<file path="src/rtl/wb_stage.sv">
// MiniMIPS32 write-back stage: MEM/WB pipeline register, load data extraction and
// register-file / HI-LO write ports. Holds load data across multi-cycle WB stalls.
module wb_stage #(
  parameter int unsigned REG_ADDR_W = 5,
  parameter int unsigned DATA_W     = 32
) (
  input  logic                  cpu_clk_50M,
  input  logic                  cpu_rst_n,
  input  logic                  stall_mem,
  input  logic                  stall_wb,
  input  logic                  flush,
  input  logic [REG_ADDR_W-1:0] mem_wa,
  input  logic                  mem_wreg,
  input  logic [DATA_W-1:0]     mem_wd,
  input  logic                  mem_mreg,
  input  logic [2:0]            mem_lsel,
  input  logic [1:0]            mem_alo,
  input  logic                  mem_whilo,
  input  logic [DATA_W-1:0]     mem_hi,
  input  logic [DATA_W-1:0]     mem_lo,
  input  logic [DATA_W-1:0]     dm_rdata,
  output logic [REG_ADDR_W-1:0] wb_wa,
  output logic [DATA_W-1:0]     wb_wd,
  output logic                  wb_we,
  output logic                  wb_whilo,
  output logic [DATA_W-1:0]     wb_hi,
  output logic [DATA_W-1:0]     wb_lo
);

  logic [REG_ADDR_W-1:0] wa_q, wa_d;
  logic                  wreg_q, wreg_d;
  logic [DATA_W-1:0]     wd_q, wd_d;
  logic                  mreg_q, mreg_d;
  logic [2:0]            lsel_q, lsel_d;
  logic [1:0]            alo_q, alo_d;
  logic                  whilo_q, whilo_d;
  logic [DATA_W-1:0]     hi_q, hi_d;
  logic [DATA_W-1:0]     lo_q, lo_d;
  logic                  cap_q, cap_d;
  logic [DATA_W-1:0]     buf_q, buf_d;

  always_comb begin
    wa_d    = wa_q;
    wreg_d  = wreg_q;
    wd_d    = wd_q;
    mreg_d  = mreg_q;
    lsel_d  = lsel_q;
    alo_d   = alo_q;
    whilo_d = whilo_q;
    hi_d    = hi_q;
    lo_d    = lo_q;
    cap_d   = cap_q;
    buf_d   = buf_q;
    if (flush || (stall_mem && !stall_wb)) begin
      wa_d    = '0;
      wreg_d  = 1'b0;
      wd_d    = '0;
      mreg_d  = 1'b0;
      lsel_d  = '0;
      alo_d   = '0;
      whilo_d = 1'b0;
      hi_d    = '0;
      lo_d    = '0;
      cap_d   = 1'b0;
    end else if (stall_wb) begin
      // dm_rdata is only valid in the first WB cycle; keep it for the rest of the hold
      if (!cap_q && mreg_q) begin
        cap_d = 1'b1;
        buf_d = dm_rdata;
      end
    end else begin
      wa_d    = mem_wa;
      wreg_d  = mem_wreg;
      wd_d    = mem_wd;
      mreg_d  = mem_mreg;
      lsel_d  = mem_lsel;
      alo_d   = mem_alo;
      whilo_d = mem_whilo;
      hi_d    = mem_hi;
      lo_d    = mem_lo;
      cap_d   = 1'b0;
    end
  end

  always_ff @(posedge cpu_clk_50M) begin
    if (!cpu_rst_n) begin
      wa_q    <= '0;
      wreg_q  <= 1'b0;
      wd_q    <= '0;
      mreg_q  <= 1'b0;
      lsel_q  <= '0;
      alo_q   <= '0;
      whilo_q <= 1'b0;
      hi_q    <= '0;
      lo_q    <= '0;
      cap_q   <= 1'b0;
      buf_q   <= '0;
    end else begin
      wa_q    <= wa_d;
      wreg_q  <= wreg_d;
      wd_q    <= wd_d;
      mreg_q  <= mreg_d;
      lsel_q  <= lsel_d;
      alo_q   <= alo_d;
      whilo_q <= whilo_d;
      hi_q    <= hi_d;
      lo_q    <= lo_d;
      cap_q   <= cap_d;
      buf_q   <= buf_d;
    end
  end

  logic [DATA_W-1:0] ld_word;
  logic [7:0]        ld_byte;
  logic [15:0]       ld_half;
  logic [DATA_W-1:0] ld_data;

  always_comb begin
    ld_word = cap_q ? buf_q : dm_rdata;
    ld_byte = ld_word[8*alo_q +: 8];
    ld_half = alo_q[1] ? ld_word[31:16] : ld_word[15:0];
    case (lsel_q)
      3'b000:  ld_data = {{(DATA_W-8){ld_byte[7]}}, ld_byte};
      3'b001:  ld_data = {{(DATA_W-8){1'b0}}, ld_byte};
      3'b010:  ld_data = {{(DATA_W-16){ld_half[15]}}, ld_half};
      3'b011:  ld_data = {{(DATA_W-16){1'b0}}, ld_half};
      3'b100:  ld_data = ld_word;
      default: ld_data = '0;
    endcase
  end

  assign wb_wa    = wa_q;
  assign wb_we    = wreg_q && (wa_q != '0);
  assign wb_wd    = mreg_q ? ld_data : wd_q;
  assign wb_whilo = whilo_q;
  assign wb_hi    = hi_q;
  assign wb_lo    = lo_q;

endmodule

</file>
<file path="config.mk">
export PLATFORM = sky130hd
export DESIGN_NAME = wb_stage
export DESIGN_NICKNAME = d
export VERILOG_FILES = /design/src/rtl/wb_stage.sv
export SDC_FILE = /design/constraint.sdc
export NUM_CORES = 1
export LEC_CHECK = 0
export ABC_AREA = 1
export BUFFER_PORTS_ARGS = -buffer_cell sky130_fd_sc_hd__buf_2
export CORE_MARGIN = 2
export CORE_UTILIZATION = 53
export CTS_BUF_LIST = sky130_fd_sc_hd__clkbuf_16
export CTS_CLUSTER_SIZE = 40
export DETAILED_ROUTE_END_ITERATION = 10
export GPL_TIMING_DRIVEN = 1
export MAX_ROUTING_LAYER = met4
export PLACE_DENSITY = 0.87
export RECOVER_POWER = 25
export SLEW_MARGIN = 30
export SYNTH_ARGS = -nofsm -noshare
export SYNTH_HDL_FRONTEND = slang
export SYNTH_SLANG_ARGS = --single-unit
</file>
<file path="constraint.sdc">
create_clock -name cpu_clk_50M -period 2.5 [get_ports cpu_clk_50M]
set_input_delay 0.5 -clock cpu_clk_50M [delete_from_list [all_inputs] [get_ports cpu_clk_50M]]
set_output_delay 0.5 -clock cpu_clk_50M [all_outputs]
set_load 0.005 [all_outputs]
</file>
==> results.rst <==
.. list-table::
   :header-rows: 1

   * - Metric
     - Value
   * - Run status
     - complete, but fails checks
   * - Failing checks
     - negative setup slack
   * - Detailed Route WL
     - 20800 um
   * - Clock transition time at the flip-flop clock pins of the worst setup and hold paths
     - around 60 ps
   * - Max stage delay cell, worst path
     - dfxtp_4
   * - DRC viols
     - 0
   * - Number of nets with antenna violations after detailed routing
     - 0
   * - Worst EP arrival
     - ~2000 ps
   * - Average routed wire per standard cell
     - 15.3 um
   * - Die outline area
     - roughly 0.013 sq mm
   * - Critical path start-end classification
     - reg -> out
   * - Mapped Cells
     - 971
   * - IO Port Bufs
     - 248
   * - Post-cts hold buffer count
     - 0
   * - Final Cell Area
     - 0.00844 sq mm
   * - Required time at the endpoint of the critical path
     - 2000 ps
   * - Endpoint kind of the worst setup timing path
     - output port
   * - Worst slew margin relative to its limit
     - 0.0695
   * - Post-place setup slack
     - 300 ps
   * - Hold Path Sink
     - buf_q[3]
   * - Hold Path Class
     - in -> reg
   * - Setup repair after global routing missed its margin
     - yes
   * - Area growth, synth to finish
     - 30.2%
   * - Starting density of the core
     - 0.542
   * - Standard-cell row count
     - 40
   * - Yosys Warn Count
     - 0
   * - Largest stage delay on the critical path
     - 430 ps
   * - Post-synthesis register bit count
     - 142
   * - R2R Path Start
     - mreg_q
   * - Worst VDD drop
     - 901 uV
   * - Cell chain of the critical path
     - inv_2 > nand2_1 > and2_4 > nand2_1 > nand2_1 > nand2_4 > nand2_4 > nand3_1 > nand2_1 > nand2_1 > buf_2
   * - Placed cell areas
     - about 0.0078 sq mm
   * - Global-route wire length before repair
     - 31100 um
   * - Final setup vio count
     - 1
   * - Max Transition Viols Final
     - 0
   * - TritonCTS Sinks
     - 142
   * - Hold Slack
     - ~320 ps
   * - Peak clock frequency supported by timing
     - 398 MHz
   * - Total grt overflow
     - 0
   * - Final layout net count
     - 1340
   * - Setup slack of the critical path after layout
     - -12.5 ps
   * - Depth of the most critical reg-to-reg path
     - 6
   * - Net count after synthesis
     - about 1100
   * - Endpoint of the worst-slack reg-to-reg timing path
     - buf_q[28]
   * - Crit-path leading delay family
     - simple AND/OR/NAND/NOR gates
   * - TritonCTS clock tree
     - built
   * - Horiz. Die Dim
     - 115 um
   * - Post-layout min period
     - about 2500 ps
   * - Routability cong.
     - roughly 0.97
   * - Clk buf depth
     - 2
   * - Hold Path Stages
     - 3
   * - Synth cell types
     - 30
   * - Power per unit of standard cell area
     - 624 mW/mm^2
   * - Number of detailed-routing iterations run before antenna repair
     - 6
   * - Share of the yosys chip area belonging to registers
     - 0.439
   * - Average cell area after synthesis
     - between 6 and 7 sq um
   * - Clock H-tree levels
     - 4
   * - Crit-path most repeated cell
     - nand2_1
   * - Estimated wirelength of the detail-placed design
     - 14300 um
   * - Critical Path Source Type
     - flip-flop
   * - Final clock period utilization by the worst path
     - 1.00
   * - Total standard cell area after synthesis
     - 0.00648 sq mm
   * - GRT Resource Usage Total
     - 0.310
   * - Number of top-level pins
     - between 200 and 250
   * - Source-to-sink clock delay at the later pin of the worst-skew pair
     - 420 ps
   * - Setup_tns
     - -12.5 ps
   * - DIE HEIGHT
     - 115 um
   * - Hold Vio Cnt, Final
     - 0
   * - Predominant post-synthesis flop cell
     - dfxtp_1
   * - Share of flip-flops with an asynchronous set or reset after synthesis
     - 0
   * - Number of global-route vias before repair
     - 6513
   * - Maximum number of pins on one net before global-route repair
     - around 110
   * - Number of clock buffers inserted by TritonCTS
     - 17
   * - Detailed router's first-iteration violation count
     - 770
   * - Total via count in the routed design
     - 7218
   * - Maximum clock skew at final layout
     - 6.78 ps
   * - Count of flip-flops with a built-in enable after synthesis
     - 0
   * - Number of maximum-capacitance constraint violations
     - 0
   * - Transition time at the pin with the least slew margin
     - 1390 ps
   * - Fill count
     - between 1000 and 1500
   * - Number of antenna violations at the first check in global routing
     - 1
   * - Reg-to-reg setup timing slack
     - roughly 800 ps
   * - HP Start
     - dm_rdata[3]
   * - Leakage component of the power
     - roughly 4.1 nW
   * - Most frequent cells in the layout
     - nand2_1, buf_2, dfxtp_1
   * - Worst-path maximum fanout
     - 12
   * - Layout cell share with drive strength beyond 1
     - 0.264
   * - CP bufs+invs
     - 2
   * - Clock root cell
     - clkbuf_16
   * - Vias per cell
     - 5.33
   * - Most common library cell in the layout ignoring fill and taps
     - nand2_1
   * - Core Box Area
     - 0.0120 sq mm
cell type report:
type / count / area (sq um) / share of cell area
Tap cell: 147 / 184 / 0.0218
Clock inverter: 14 / 120 / 0.0142
Inverter: 27 / 106 / 0.0126
Timing Repair Buffer: 270 / 1460 / 0.173
Clock buffer: 17 / 425 / 0.0504
Antenna cell: 1 / 2.50 / 0.000296
Multi-Input combinational cell: 736 / 3290 / 0.390
Sequential cell: 142 / 2850 / 0.338
timing repair:
item	CTS	global route
pin swaps	0	5
buffers inserted	0	2
gates resized for setup	7	26
setup endpoints to repair	32	32
gates cloned	0	3
hold endpoints to repair	0	0
how the worst max path moves through the flow:
stage | from | slack [ps] | cells past startpoint | to
6_report | cap_q | -10 | 11 | wb_wd[30]
5_1_grt | cap_q | -110 | 11 | wb_wd[30]
4_1_cts | cap_q | 10 | 9 | wb_wd[17]
3_5_place_dp | cap_q | 300 | 10 | wb_wd[17]
3_3_place_gp | cap_q | 310 | 10 | wb_wd[16]
2_1_floorplan | dm_rdata[31] | 730 | 8 | wb_wd[20]
worst register-to-register path, delay by kind of cell, from the launching register on:
kind | cells | cell delay (ps)
flops | 1 | 330
simple gates | 2 | 550
buf+inv | 2 | 510
compound gates | 2 | 250
routing by layer:
layer / vias to the layer above / wire [um] / global-route usage / share of wire
li1: 3563 / - / - / -
met1: 3279 / 8210 / 0.372 / 0.40
met2: 335 / 10300 / 0.500 / 0.50
met3: 41 / 1730 / 0.0778 / 0.083
met4: 0 / 502 / 0.126 / 0.024
met5: - / 0 / - / 0
logic make-up after synthesis:
group                  Yosys count  synth area share
and+or+nand+nor                534             0.328
AOI/OAI and AO/OA              200             0.166
DFF                            142             0.439
buffers and inverters           95            0.0670
stage by stage:
stage                     instances  total power [W]  utilization
after floorplan                 971          0.00269            -
after global placement         1317          0.00293        0.648
after detailed placement       1317          0.00294        0.648
after CTS                      1348          0.00527        0.696
after global routing           1354          0.00545        0.706
final                          1354          0.00527        0.706
where the power goes:
part / switching (W) / total, W / leakage, nW / internal, W
Sequential: 0.0000300 / 0.00234 / 1.15 / 0.00231
Combinational: 0.000342 / 0.000576 / 2.64 / 0.000234
Clock: 0.000988 / 0.00235 / 0.267 / 0.00136
Total: 0.00136 / 0.00527 / 4.07 / 0.00391
synth_stat cells, types with 3 or more instances:
cell type / n / area, sq um
or2_1: 3 / 18.8
nor3_1: 3 / 15.0
clkbuf_1: 27 / 101
nand3_1: 28 / 140
buf_2: 28 / 140
inv_1: 23 / 86.3
buf_1: 4 / 15.0
and2_1: 3 / 18.8
or2_2: 7 / 43.8
a21oi_1: 129 / 646
buf_6: 5 / 56.3
a22oi_1: 7 / 52.6
clkbuf_2: 4 / 20.0
nand3_2: 3 / 30.0
nor2_1: 47 / 176
o211ai_1: 15 / 113
o21ai_0: 39 / 195
o21a_1: 6 / 45.0
nand2_1: 435 / 1630
dfxtp_1: 142 / 2840
sequential cells by signal, indices dropped and copies added, names as in the netlist:
signal and cells:
wreg_q 1, wb_hi 32, cap_q 1, lsel_q 3, wb_whilo 1, wb_wa 5
alo_q 2, mreg_q 1, wb_lo 32, wd_q 32, buf_q 32
Power figures use the tool's default switching activity.
